===== config.mk =====
export PLATFORM = sky130hd
export DESIGN_NAME = muldiv_seq
export DESIGN_NICKNAME = d
export VERILOG_FILES = /design/src/rtl/muldiv_pkg.sv /design/src/rtl/muldiv_signfix.sv /design/src/rtl/muldiv_seq.sv
export SDC_FILE = /design/constraint.sdc
export NUM_CORES = 1
export LEC_CHECK = 0
export CAP_MARGIN = 0
export CORE_ASPECT_RATIO = 0.75
export CORE_MARGIN = 1
export CORE_UTILIZATION = 45
export CTS_CLUSTER_SIZE = 12
export DETAILED_ROUTE_END_ITERATION = 8
export GPL_ROUTABILITY_DRIVEN = 1
export MAX_ROUTING_LAYER = met4
export PLACE_DENSITY_LB_ADDON = 0.12
export SYNTH_ARGS = -nofsm -noshare
export SYNTH_HDL_FRONTEND = slang
export SYNTH_HIERARCHICAL = 1
export SYNTH_SLANG_ARGS = --single-unit

===== constraint.sdc =====
create_clock -name clk -period 4.3 [get_ports clk]
set_input_delay 0.86 -clock clk [delete_from_list [all_inputs] [get_ports clk]]
set_output_delay 0.86 -clock clk [all_outputs]
set_load 0.01 [all_outputs]

===== src/rtl/muldiv_pkg.sv =====
// Shared definitions for the RV32M multiply/divide sequencer: funct3 op
// encodings, the sequencer state type and the iteration count.
package muldiv_pkg;

  localparam logic [2:0] MD_MUL    = 3'b000;
  localparam logic [2:0] MD_MULH   = 3'b001;
  localparam logic [2:0] MD_MULHSU = 3'b010;
  localparam logic [2:0] MD_MULHU  = 3'b011;
  localparam logic [2:0] MD_DIV    = 3'b100;
  localparam logic [2:0] MD_DIVU   = 3'b101;
  localparam logic [2:0] MD_REM    = 3'b110;
  localparam logic [2:0] MD_REMU   = 3'b111;

  localparam int MD_ITER = 32;
  localparam int CNT_W   = 5;

  typedef enum logic [1:0] {
    IDLE = 2'd0,
    CALC = 2'd1,
    DONE = 2'd2
  } mdState_e;

endpackage


===== src/rtl/muldiv_signfix.sv =====
// Sign handling for the multiply/divide sequencer. Converts the incoming
// operands to magnitudes according to the op's signedness, works out the sign
// the final result must carry, and applies the two's-complement fixup to the
// raw 64-bit result when the sequencer presents it.
module muldiv_signfix
  import muldiv_pkg::*;
(
  input  logic [2:0]  op,
  input  logic [31:0] srcA,
  input  logic [31:0] srcB,
  output logic [31:0] magA,
  output logic [31:0] magB,
  output logic        resultNeg,
  input  logic [63:0] rawResult,
  input  logic        negate,
  output logic [63:0] fixedResult
);

  logic signedA;
  logic signedB;
  logic signA;
  logic signB;

  // Operand magnitudes and result sign; MUL is run unsigned since its low word does not depend on signedness
  always_comb begin
    signedA   = 1'b0;
    signedB   = 1'b0;
    resultNeg = 1'b0;
    case (op)
      MD_MULH, MD_DIV, MD_REM: begin
        signedA = 1'b1;
        signedB = 1'b1;
      end
      MD_MULHSU: signedA = 1'b1;
      default: ;
    endcase
    signA = signedA & srcA[31];
    signB = signedB & srcB[31];
    magA  = signA ? (~srcA + 32'd1) : srcA;
    magB  = signB ? (~srcB + 32'd1) : srcB;
    case (op)
      MD_MULH, MD_DIV:   resultNeg = signA ^ signB;
      MD_MULHSU, MD_REM: resultNeg = signA;
      default:           resultNeg = 1'b0;
    endcase
  end

  // Negate the full 64-bit raw result so the high product word gets the borrow from the low word
  always_comb begin
    fixedResult = negate ? (~rawResult + 64'd1) : rawResult;
  end

endmodule


===== src/rtl/muldiv_seq.sv =====
// Iterative RV32M multiply/divide sequencer for the Execute stage.
// Multiply is a 32-step shift-add on a 64-bit product register; divide is a
// 32-step restoring division on a remainder:quotient register pair. Divide by
// zero and signed overflow skip the loop and finish the cycle after issue.
// Build option: define MULDIV_DIV_EN to include the divider. Without it, all
// divide/remainder ops finish the cycle after issue with a zero result.
module muldiv_seq
  import muldiv_pkg::*;
(
  input  logic        clk,
  input  logic        rst_n,
  input  logic        StartE,
  input  logic [2:0]  MulDivOpE,
  input  logic [31:0] SrcAE,
  input  logic [31:0] SrcBE,
  input  logic        FlushE,
  output logic        StallE,
  output logic        DoneE,
  output logic [31:0] MulDivResultE
);

  mdState_e         state;
  mdState_e         nextState;
  logic [CNT_W-1:0] counter;
  logic [2:0]       opReg;
  logic [31:0]      accHi;
  logic [31:0]      accLo;
  logic [31:0]      operandB;
  logic             negReg;

  logic [31:0]      magA;
  logic [31:0]      magB;
  logic             resultNeg;
  logic [63:0]      rawResult;
  logic [63:0]      fixedResult;

  logic             startAccept;
  logic             fastPath;
  logic [31:0]      fastHi;
  logic [31:0]      fastLo;
  logic [32:0]      mulSum;
  logic [63:0]      mulNext;
`ifdef MULDIV_DIV_EN
  logic             divByZero;
  logic             divOverflow;
  logic [32:0]      divShifted;
  logic             divBorrow;
  logic [63:0]      divNext;
`endif

  assign startAccept = (state == IDLE) && StartE && !FlushE;
  assign StallE      = startAccept || (state == CALC);

  muldiv_signfix signFix (
    .op          (MulDivOpE),
    .srcA        (SrcAE),
    .srcB        (SrcBE),
    .magA        (magA),
    .magB        (magB),
    .resultNeg   (resultNeg),
    .rawResult   (rawResult),
    .negate      (negReg),
    .fixedResult (fixedResult)
  );

`ifdef MULDIV_DIV_EN
  // Detect divide special cases at issue; their results are loaded as {remainder, quotient}
  always_comb begin
    divByZero   = (SrcBE == 32'd0);
    divOverflow = ((MulDivOpE == MD_DIV) || (MulDivOpE == MD_REM)) &&
                  (SrcAE == 32'h8000_0000) && (SrcBE == 32'hFFFF_FFFF);
    fastPath    = MulDivOpE[2] && (divByZero || divOverflow);
    fastHi      = divByZero ? SrcAE : 32'd0;
    fastLo      = divByZero ? 32'hFFFF_FFFF : 32'h8000_0000;
  end
`else
  // Without the divider every divide/remainder op completes immediately with zero
  always_comb begin
    fastPath = MulDivOpE[2];
    fastHi   = 32'd0;
    fastLo   = 32'd0;
  end
`endif

  // One shift-add multiply step: add multiplicand into the high half when the low bit is set, then shift right
  always_comb begin
    mulSum  = {1'b0, accHi} + (accLo[0] ? {1'b0, operandB} : 33'd0);
    mulNext = {mulSum, accLo[31:1]};
  end

`ifdef MULDIV_DIV_EN
  // One restoring-division step: shift remainder:quotient left, keep the trial difference when it does not borrow
  always_comb begin
    divShifted = {accHi, accLo[31]};
    divBorrow  = divShifted < {1'b0, operandB};
    divNext    = {divBorrow ? divShifted[31:0] : (divShifted[31:0] - operandB),
                  accLo[30:0], ~divBorrow};
  end
`endif

  // Next-state logic; a flush wins over everything and returns to IDLE
  always_comb begin
    nextState = state;
    case (state)
      IDLE: if (startAccept) nextState = fastPath ? DONE : CALC;
      CALC: if (counter == CNT_W'(MD_ITER - 1)) nextState = DONE;
      DONE: nextState = IDLE;
      default: nextState = IDLE;
    endcase
    if (FlushE) nextState = IDLE;
  end

  // Result presentation: pick product word, quotient or remainder and drive it only while DONE
  always_comb begin
    DoneE         = 1'b0;
    MulDivResultE = 32'd0;
    if (!opReg[2])     rawResult = {accHi, accLo};
    else if (opReg[1]) rawResult = {32'd0, accHi};
    else               rawResult = {32'd0, accLo};
    if ((state == DONE) && !FlushE) begin
      DoneE         = 1'b1;
      MulDivResultE = (!opReg[2] && (opReg[1:0] != 2'b00)) ? fixedResult[63:32]
                                                           : fixedResult[31:0];
    end
  end

  // State register plus operand latch and iteration datapath
  always_ff @(posedge clk) begin
    if (!rst_n) begin
      state    <= IDLE;
      counter  <= '0;
      opReg    <= '0;
      accHi    <= '0;
      accLo    <= '0;
      operandB <= '0;
      negReg   <= 1'b0;
    end else begin
      state <= nextState;
      case (state)
        IDLE: begin
          if (startAccept) begin
            opReg    <= MulDivOpE;
            counter  <= '0;
            operandB <= magB;
            if (fastPath) begin
              accHi  <= fastHi;
              accLo  <= fastLo;
              negReg <= 1'b0;
            end else begin
              accHi  <= '0;
              accLo  <= magA;
              negReg <= resultNeg;
            end
          end
        end
        CALC: begin
          counter <= counter + CNT_W'(1);
`ifdef MULDIV_DIV_EN
          if (opReg[2]) {accHi, accLo} <= divNext;
          else          {accHi, accLo} <= mulNext;
`else
          {accHi, accLo} <= mulNext;
`endif
        end
        default: ;
      endcase
      if (nextState == IDLE) counter <= '0;
    end
  end

endmodule

==> reports/metrics.yaml <==
synth:
  synth-edff-count: 0
  synthesis.yosys.warnings: 6
  synth_top_cell_by_area: "sky130_fd_sc_hd__dfxtp_1"
  synth_flop_cell: "sky130_fd_sc_hd__dfxtp_1"
  ys_ff_latch: 107
  netlist_instances: 1304
  syn-num-nets: 1413
  synth_largest_type_area_fraction_pct: 22.22
  syn-mean-instance-area_sq_um: 7.393
  synth_cell_types: 72
  synth.top_cells.by_area: "sky130_fd_sc_hd__dfxtp_1, sky130_fd_sc_hd__xnor2_1, sky130_fd_sc_hd__nand2_1"
  postSynth.asyncResetShare_pct: 0
  sequential_to_total_area_share_from_yosys_stat_pct: 22.22
  synthesis.area_sq_um: 9640
cts:
  clkTransAtPathRegs_ns: 0.08
  clock_path_buffers: 2
  worstSkewPairLatency_ns: 0.36
  root_buffer: "sky130_fd_sc_hd__clkbuf_16"
  cts_tree: "built"
  cts-buffers-inserted: 9
  cts_sinks: 107
  clock_tree.htree_level_count: 3
  holdBufCountCts: 0
flow_run:
  max_cap_viol_count: 0
sta:
  tightestPinTransition_ns: 0.7903
  timing_max_transition_violations_final: 0
  min_period_over_period_pct: 104.1
  fin_ws_ns: -0.1769
  skew_ns: 0.01586
  final_setup_violation_count: 7
  max-slew-margin-rel_pct: 46.99
  rsz_0062_raised_after_global_routing: "true"
  clock.fmax_mhz: 223.4
  timing.final.crit_period_ns: 4.477
  final-hold-violation-count: 0
critical_path:
  worstPathMaxFanout: 5
  end_kind: "output pin"
  wp_depth: 16
  timing.critical_path.cells: "nand2_4, buf_4, mux2_2, inv_1, ha_1, or3b_4, nor3_2, buf_4, nand4_1, buf_4, buf_4, o41ai_4, xnor2_1, nand2_1, a21oi_1, clkdlybuf4s15_2"
  crit_required_ns: 3.44
  criticalPathCategory: "register to output pin"
  cpMostUsedCell: "sky130_fd_sc_hd__buf_4"
  path_buf_inv: 6
  start_kind: "register"
  worst_path_dominant_cell_family: "simple AND/OR/NAND/NOR gates"
  timing.reg2reg.worst_path_depth: 13
  cp_slowest_stage_delay_ns: 0.44
  crit_slowest_cell: "sky130_fd_sc_hd__or3b_4"
  worst_path_arrival_time_ns: 3.62
final_layout:
  multiInputGateArea_sq_um: 7552
  layout_area_overhead_pct: 29.23
  layout.area.seq_sq_um: 2148
  most-common-layout-cells: "sky130_fd_sc_hd__nand2_1, sky130_fd_sc_hd__buf_4, sky130_fd_sc_hd__a21oi_1"
  mostFrequentLayoutCell: "sky130_fd_sc_hd__nand2_1"
  nets: 1585
  num-fill-cells: 1917
  final_layout_size_suffix_gt1_share_pct: 21.07
  finish.cell_count_without_fillers: 1764
  post-route-util_pct: 60.46
grt:
  grt_start_max_net_pins: 44
  grt_pass1_vias: 9014
  grt_pass1_wl_um: 48160
  global_route.overflow_total: 0
  grtUsageTotal_pct: 28.59
  antenna_found_initial: 1
place:
  numPortBuffers: 104
  finalWeightedCongestion: 1.012
  place.detailed.instances: 1722
  hpwl_um: 23540
  detailedPlace.worstSlack_ns: -0.2312
die:
  die_y_um: 128.8
  pin_count: 105
  floorplan.core_area_sq_um: 20610
  die-width_um: 171.0
  floorplan.die_area_sq_um: 22020
  starting_density_of_the_core_pct: 46.78
  std_cell_rows: 45
routing:
  detail-route-antenna-nets: 0
  dr.pass1.iters: 5
  average_routed_wire_per_standard_cell_um: 17.70
  detail_route.iter0.violations: 832
  finalWirelength_um: 31220
  route.vias.total: 9955
  route.detailed.vias_per_inst: 5.643
  drc: 0
power_and_ir_drop:
  p_per_area_nw_per_um2: 214.3
  worst_ir_drop_vdd_v: 0.0001638
  power_leakage_uw: 0.004815
hold_path:
  hp-class: "register to register"
  holdPathStages: 2
run_status:
  result_of_the_run: "finished with violations"
  violations: "setup timing"
## flip-flops by register name, indices dropped and copies added, names as in the netlist
name      cells
accLo        32
operandB     32
accHi        32
opReg         3
negReg        1
state         2
counter       5
## metal layers
layer  routed length, um  part of all wire, %  track usage, %
met5                   0                    0               -
met4                 402                  1.3           4.989
met3                1967                  6.3           4.429
met2               13390                   43           42.54
met1               15460                   50           40.83
## power breakdown
part,switching [uW],internal [uW]
combinational,426,370
sequential,23.8,1020
clock,417,411
total,867,1800
## cell type report
| cell class | instances | share of cell area (%) |
|---|---|---|
| Multi-Input combinational cell | 1094 | 60.62 |
| Sequential cell | 107 | 17.24 |
| Timing Repair Buffer | 243 | 16.29 |
| Tap cell | 282 | 2.832 |
| Clock buffer | 10 | 1.838 |
| Inverter | 21 | 0.6327 |
| Clock inverter | 6 | 0.5222 |
| Antenna cell | 1 | 0.02009 |
## cells by family after synthesis
family	count (synthesis)	share of synthesized area (%)
adder cells (fa/ha/maj)	38	5.010
buffers and inverters	103	4.607
multiplexers	31	3.621
AO/OA/AOI/OAI	371	24.62
XOR/XNOR	151	13.72
AND/OR/NAND/NOR	503	26.20
flip-flops	107	22.22
## metrics by stage
stage / instance area (sq um) / TNS (ns) / total power (uW) / hold slack [ns]
floorplan: 9641 / 0 / 1432 / 0.4176
global placement: 11540 / -1.417 / 1694 / 0.4315
detailed placement: 11540 / -2.867 / 1699 / 0.4392
CTS: 12190 / -0.8265 / 2593 / 0.4557
global route: 12460 / -2.102 / 2780 / 0.4707
finish: 12460 / -0.6320 / 2670 / 0.4505
## cell usage after synthesis, types with 20 or more instances
cell and number:
sky130_fd_sc_hd__ha_1 37, sky130_fd_sc_hd__xor2_1 33, sky130_fd_sc_hd__o21ai_0 74, sky130_fd_sc_hd__xnor2_1 118, sky130_fd_sc_hd__a21oi_1 133, sky130_fd_sc_hd__mux2_2 31, sky130_fd_sc_hd__o31ai_1 35, sky130_fd_sc_hd__nand2_1 236
sky130_fd_sc_hd__nor3_1 25, sky130_fd_sc_hd__a22oi_1 34, sky130_fd_sc_hd__or4_1 20, sky130_fd_sc_hd__clkbuf_1 68, sky130_fd_sc_hd__dfxtp_1 107, sky130_fd_sc_hd__and2_1 35, sky130_fd_sc_hd__inv_1 20, sky130_fd_sc_hd__nand3_1 24
sky130_fd_sc_hd__nor2_1 39, sky130_fd_sc_hd__nor2b_1 44
## final timing paths
check / start / end / slack (ns)
min reg2reg: operandB[17]$_SDFFE_PN0P_ / operandB[17]$_SDFFE_PN0P_ / 0.45
max reg2reg: accLo[0]$_SDFFE_PN0P_ / accHi[31]$_SDFFE_PN0P_ / 0.63
max: opReg[1]$_SDFFE_PN0P_ / MulDivResultE[22] / -0.18
min: operandB[17]$_SDFFE_PN0P_ / operandB[17]$_SDFFE_PN0P_ / 0.45
## worst reg2reg max path, stage by stage, from the launching register on
cell and delay, ns:
sky130_fd_sc_hd__dfxtp_1 0.35, sky130_fd_sc_hd__buf_4 0.28, sky130_fd_sc_hd__and2_1 0.21, sky130_fd_sc_hd__ha_1 0.17, sky130_fd_sc_hd__inv_1 0.05, sky130_fd_sc_hd__fa_1 0.39, sky130_fd_sc_hd__and2b_1 0.24, sky130_fd_sc_hd__o211ai_1 0.15
sky130_fd_sc_hd__a2111o_1 0.49, sky130_fd_sc_hd__a2111oi_4 0.44, sky130_fd_sc_hd__o21ai_2 0.15, sky130_fd_sc_hd__a31oi_1 0.27, sky130_fd_sc_hd__nand3_1 0.13, sky130_fd_sc_hd__a311oi_1 0.26
## what timing repair did
action	4_1_cts	5_1_grt
endpoints found under the hold margin	0	0
buffers inserted	10	14
resized for setup	134	90
cloned	2	0
endpoints found under the setup margin	32	32
pin swaps	14	30
Note: power is estimated with default switching activity, not from simulation.
